--- src/rtl/cpu_pkg.sv ---
// cpu_pkg: shared types and constants for the memory-access stage
package cpu_pkg;
   localparam int N = 32;
   localparam logic [1:0] WB_SEL_PC  = 2'b00;
   localparam logic [1:0] WB_SEL_MEM = 2'b10;
   localparam logic [1:0] WB_SEL_EXE = 2'b11;
   typedef enum logic [1:0] {IDLE, REQ, WAIT_RD} mem_state_t;
   typedef struct packed {
      logic [N-1:0] exe_out;
      logic [N-1:0] mem_out;
      logic [N-1:0] pc_inc4;
      logic [4:0]   rx;
      logic [1:0]   wb_data_sel;
      logic         wb_reg_sel;
      logic         reg_write;
   } mem_wb_t;
endpackage

--- src/rtl/mem_wb_pipe_reg.sv ---
// mem_wb_pipe_reg: MEM/WB pipeline register; fields hold when not loaded
module mem_wb_pipe_reg
   import cpu_pkg::*;
(
   input  logic    clk,
   input  logic    rst,
   input  logic    load,
   input  mem_wb_t d,
   output logic    valid,
   output mem_wb_t q
);
   always_ff @(posedge clk) begin
      if (rst) begin
         valid <= 1'b0;
         q     <= '0;
      end else begin
         valid <= load;
         if (load) q <= d;
      end
   end
endmodule

--- src/rtl/mem_access.sv ---
// mem_access: MEM stage with one outstanding word load/store via req/ack handshake
module mem_access
   import cpu_pkg::*;
(
   input  logic         clk,
   input  logic         rst,
   input  logic         in_valid,
   output logic         in_ready,
   input  logic [N-1:0] exeOut,
   input  logic [N-1:0] StoreData,
   input  logic         MemRead,
   input  logic         MemWrite,
   input  logic [N-1:0] PCInc4,
   input  logic [4:0]   Rx,
   input  logic [1:0]   WbDataSel,
   input  logic         WbRegSel,
   input  logic         RegWrite,
   output logic         mem_req,
   output logic         mem_we,
   output logic [N-1:0] mem_addr,
   output logic [N-1:0] mem_wdata,
   input  logic         mem_ack,
   input  logic         mem_rvalid,
   input  logic [N-1:0] mem_rdata,
   output logic         wb_valid,
   output logic [N-1:0] wb_exeOut,
   output logic [N-1:0] wb_MemOut,
   output logic [N-1:0] wb_PCInc4,
   output logic [4:0]   wb_Rx,
   output logic [1:0]   wb_WbDataSel,
   output logic         wb_WbRegSel,
   output logic         wb_RegWrite
);
   mem_state_t state;
   mem_wb_t    hold, in_fields, d, q;
   logic       load;
   assign in_ready  = state == IDLE;
   assign in_fields = '{exe_out: exeOut, mem_out: '0, pc_inc4: PCInc4, rx: Rx,
                        wb_data_sel: WbDataSel, wb_reg_sel: WbRegSel, reg_write: RegWrite};
   assign load = in_ready ? in_valid && !(MemRead || MemWrite) :
                 state == REQ ? mem_ack && (mem_we || mem_rvalid) : mem_rvalid;
   always_comb begin
      d         = hold;
      d.mem_out = mem_we ? '0 : mem_rdata;
      if (in_ready) d = in_fields;
   end
   always_ff @(posedge clk) begin
      if (rst) begin
         state     <= IDLE;
         mem_req   <= 1'b0;
         mem_we    <= 1'b0;
         mem_addr  <= '0;
         mem_wdata <= '0;
         hold      <= '0;
      end else begin
         case (state)
            IDLE: if (in_valid && (MemRead || MemWrite)) begin
               state     <= REQ;
               mem_req   <= 1'b1;
               mem_we    <= MemWrite;
               mem_addr  <= {exeOut[N-1:2], 2'b00};
               mem_wdata <= StoreData;
               hold      <= in_fields;
            end
            // a load whose data arrives with the ack completes without WAIT_RD
            REQ: if (mem_ack) begin
               mem_req <= 1'b0;
               state   <= mem_we || mem_rvalid ? IDLE : WAIT_RD;
            end
            WAIT_RD: if (mem_rvalid) state <= IDLE;
            default: state <= IDLE;
         endcase
      end
   end
   mem_wb_pipe_reg u_mem_wb (
      .clk  (clk),
      .rst  (rst),
      .load (load),
      .d    (d),
      .valid(wb_valid),
      .q    (q)
   );
   assign wb_exeOut    = q.exe_out;
   assign wb_MemOut    = q.mem_out;
   assign wb_PCInc4    = q.pc_inc4;
   assign wb_Rx        = q.rx;
   assign wb_WbDataSel = q.wb_data_sel;
   assign wb_WbRegSel  = q.wb_reg_sel;
   assign wb_RegWrite  = q.reg_write & wb_valid;
endmodule

--- config.mk ---
export PLATFORM = sky130hd
export DESIGN_NAME = mem_access
export DESIGN_NICKNAME = d
export VERILOG_FILES = /design/src/rtl/cpu_pkg.sv /design/src/rtl/mem_wb_pipe_reg.sv /design/src/rtl/mem_access.sv
export SDC_FILE = /design/constraint.sdc
export NUM_CORES = 1
export LEC_CHECK = 0
export ABC_AREA = 1
export CAP_MARGIN = 20
export CORE_AREA = 2 2 162 204
export DETAILED_ROUTE_END_ITERATION = 10
export DIE_AREA = 0 0 164 206
export GPL_TIMING_DRIVEN = 0
export HOLD_SLACK_MARGIN = 0.03
export PLACE_DENSITY = 0.61
export RECOVER_POWER = 100
export SLEW_MARGIN = 20
export SYNTH_ARGS = -nofsm -noshare
export SYNTH_HDL_FRONTEND = slang
export SYNTH_SLANG_ARGS = --single-unit
--- constraint.sdc ---
create_clock -name clk -period 1.7 [get_ports clk]
set_input_delay 0.255 -clock clk [delete_from_list [all_inputs] [get_ports clk]]
set_output_delay 0.255 -clock clk [all_outputs]
set_load 0.01 [all_outputs]
==> flow_summary_export.csv <==
group,metric,value,unit
layout,final_area,13900,µm²
logic_synthesis,synth-seq-cells,215,
logic_synthesis,synthCells,1267,
worst_hold_path,hp-class,"input pin to register",
logic_synthesis,syn_area,9440,µm²
timing,worst_pin_slew,0.790,ns
drt,wl,31600,µm
worst_setup_path,r2r_slack,0.08,ns
layout,diodes,0,
global_routing,first_global_vias,8936,
logic_synthesis,ys.warnings.count,0,
floorplanning,die-area,33800,µm²
logic_synthesis,yosysTopAreaCellShare,45.6,%
timing,min_period,1.68,ns
timing,slew_headroom,47.3,%
floorplanning,start_util,29.4,%
logic_synthesis,synth.cells.most_frequent,"nor2_1, dfxtp_1, nand2_1",
pwr,p_per_area,970,nW/µm²
drt,antenna_left,0,
placed_design,hpwl,23600,µm
pwr,peakVddDrop,0.661,mV
status,status,"completed",
timing,hold_viol,0,
cts,cts_buffer_depth,3,
cts,clk_pin_slew,0.06,ns
cts,cts_buffers,25,
worst_setup_path,startpoint_type,"register",
layout,utilization,43.2,%
worst_setup_path,required,1.44,ns
pwr,p_leak,6.45,nW
cts,cts_tree,"built",
placed_design,dp_cells,1999,
layout,multi_input_area,3460,µm²
worst_setup_path,arrival,1.42,ns
timing,setup_tns,0,ns
drt,drtPass1Iterations,4,
timing,fin_skew,0.0111,ns
logic_synthesis,synth_top_area_cell,"dfxtp_1",
logic_synthesis,yosysMostFrequentCell,"nor2_1",
timing,setup_viol,0,
logic_synthesis,synth_ff_type,"dfxtp_1",
worst_setup_path,crit_fanout,10,
cts,cts_root_buf,"clkbuf_16",
floorplanning,io_pins,317,
drt,dr.first_iter.drc_count,458,
placed_design,portBuffers,313,
cts,hold_buffers,0,
drt,drcViolationCount,0,
layout,syn2layout_area_growth,46.9,%
floorplanning,core-area,32100,µm²
floorplanning,std_cell_rows,74,
drt,vias_per_cell,4.45,
logic_synthesis,synth_area_leaders,"dfxtp_1, buf_4, nor2_1",
drt,num_vias,9110,
worst_setup_path,endpoint_kind,"output pin",
layout,nets,1755,
floorplanning,die_h,206,µm
timing,maxSlewViolCount,0,
timing,timing.fmax,597,MHz
cts,htreeDepth,1,
layout,filler_cell_count,3327,
logic_synthesis,async_flop_share,0,%
global_routing,grt_usage,18.3,%
layout,layout.cells.non_filler,2046,
global_routing,grt-ovfl-total,0,
job,drv_cap,0,
worst_setup_path,crit_type,"register to output pin",
timing,finalCritPeriodShare,98.6,%
placed_design,postPlaceCellArea,13100,µm²
global_routing,antenna_found_initial,1,
cts,clkLatencyLatePin,0.52,ns
global_routing,grt_pass1_wl,48600,µm
layout,ff_latch_area,4310,µm²
logic_synthesis,synth.avg_cell_area,7.45,µm²
placed_design,gp_congestion,0.808,
floorplanning,die_width,164,µm
cts,cts_sinks,215,
drt,wl_per_cell,15.5,µm
layout,drive_gt1_share,15.8,%
global_routing,grt_max_degree,17,
timing,rsz0062_at_grt,"true",
logic_synthesis,synth.distinct_cells,22,
logic_synthesis,synth_enable_flop_cells,0,
logic_synthesis,seq_area_frac_synth,45.6,%
-- path summary, 6_finish.rpt --
path,startpoint,to,cells past startpoint
min reg2reg,hold[24],hold[24],2
max reg2reg,state[0],u_mem_wb.q[31],9
min,mem_rdata[11],u_mem_wb.q[52],3
max,state[0],in_ready,4
-- cells in the final DEF (no fill, tap or decap), types with 6 or more instances in the layout --
cell type	instances
a211oi_1	46
a21oi_1	76
buf_2	17
buf_4	28
buf_6	6
clkbuf_1	40
clkbuf_16	26
clkbuf_2	14
clkbuf_4	129
clkbuf_8	6
clkdlybuf4s25_1	7
clkdlybuf4s50_1	159
clkinv_2	6
dfxtp_1	212
dlygate4sd2_1	138
inv_1	78
nand2_1	189
nand3_1	20
nor2_1	222
o21ai_0	141
o21ai_1	34
-- timing repair --
item	4_1_cts	5_1_grt
pin swaps	2	1
buffers inserted	5	0
gates cloned	0	0
setup endpoints to repair	262	154
gates resized for setup	174	53
-- per-layer routing --
layer,vias to the layer above,part of all wire [%],track usage (%)
met2,265,50,33.7
li1,4621,-,-
met3,40,7.5,5.06
met5,-,0.022,0
met4,2,1.7,3.92
met1,4182,41,20.9
-- state kept, by name, summed over array words and instances (netlist names) --
name	flops
hold	73
mem_wdata	32
mem_req	1
mem_we	1
state	2
u_mem_wb.valid	1
u_mem_wb.q	105
-- critical path, stage by stage, from the launching register on --
cell and delay (ns):
dfxtp_2 0.35, nor2_4 0.15, buf_6 0.15, clkbuf_16 0.15
buf_6 0.10
-- per-stage QoR --
stage	power (W)	hold WS [ns]	setup WS [ns]
after floorplan	0.00709	0.398	0.300
after global placement	0.00844	0.445	-0.702
after detailed placement	0.00847	0.447	-0.720
after CTS	0.0136	0.271	-0.0400
after global routing	0.0141	0.280	-0.0480
final	0.0135	0.294	0.0243
-- cell families after synthesis --
| group | count (synthesis) | synth area share [%] |
|---|---|---|
| compound gates | 309 | 17.9 |
| simple gates | 438 | 18.1 |
| flops | 215 | 45.6 |
| other cells | 1 | 0.0397 |
| buf+inv | 304 | 18.3 |
-- final cells by class --
type / count / share of cell area, %
clock buffer: 36 / 5.24
tap: 418 / 3.77
buffer: 219 / 10.8
inverter: 83 / 2.25
timing repair buffer: 318 / 21.4
multi-input combinational: 749 / 24.9
clock inverter: 8 / 0.514
sequential: 215 / 31.1
-- where the power goes --
group	internal, W	leakage, nW	switching (W)
Clock	0.00311	0.401	0.00215
Combinational	0.00127	4.28	0.00132
Sequential	0.00543	1.77	0.000180
Total	0.00981	6.45	0.00365
No activity file was read; power rests on OpenSTA's default activity.
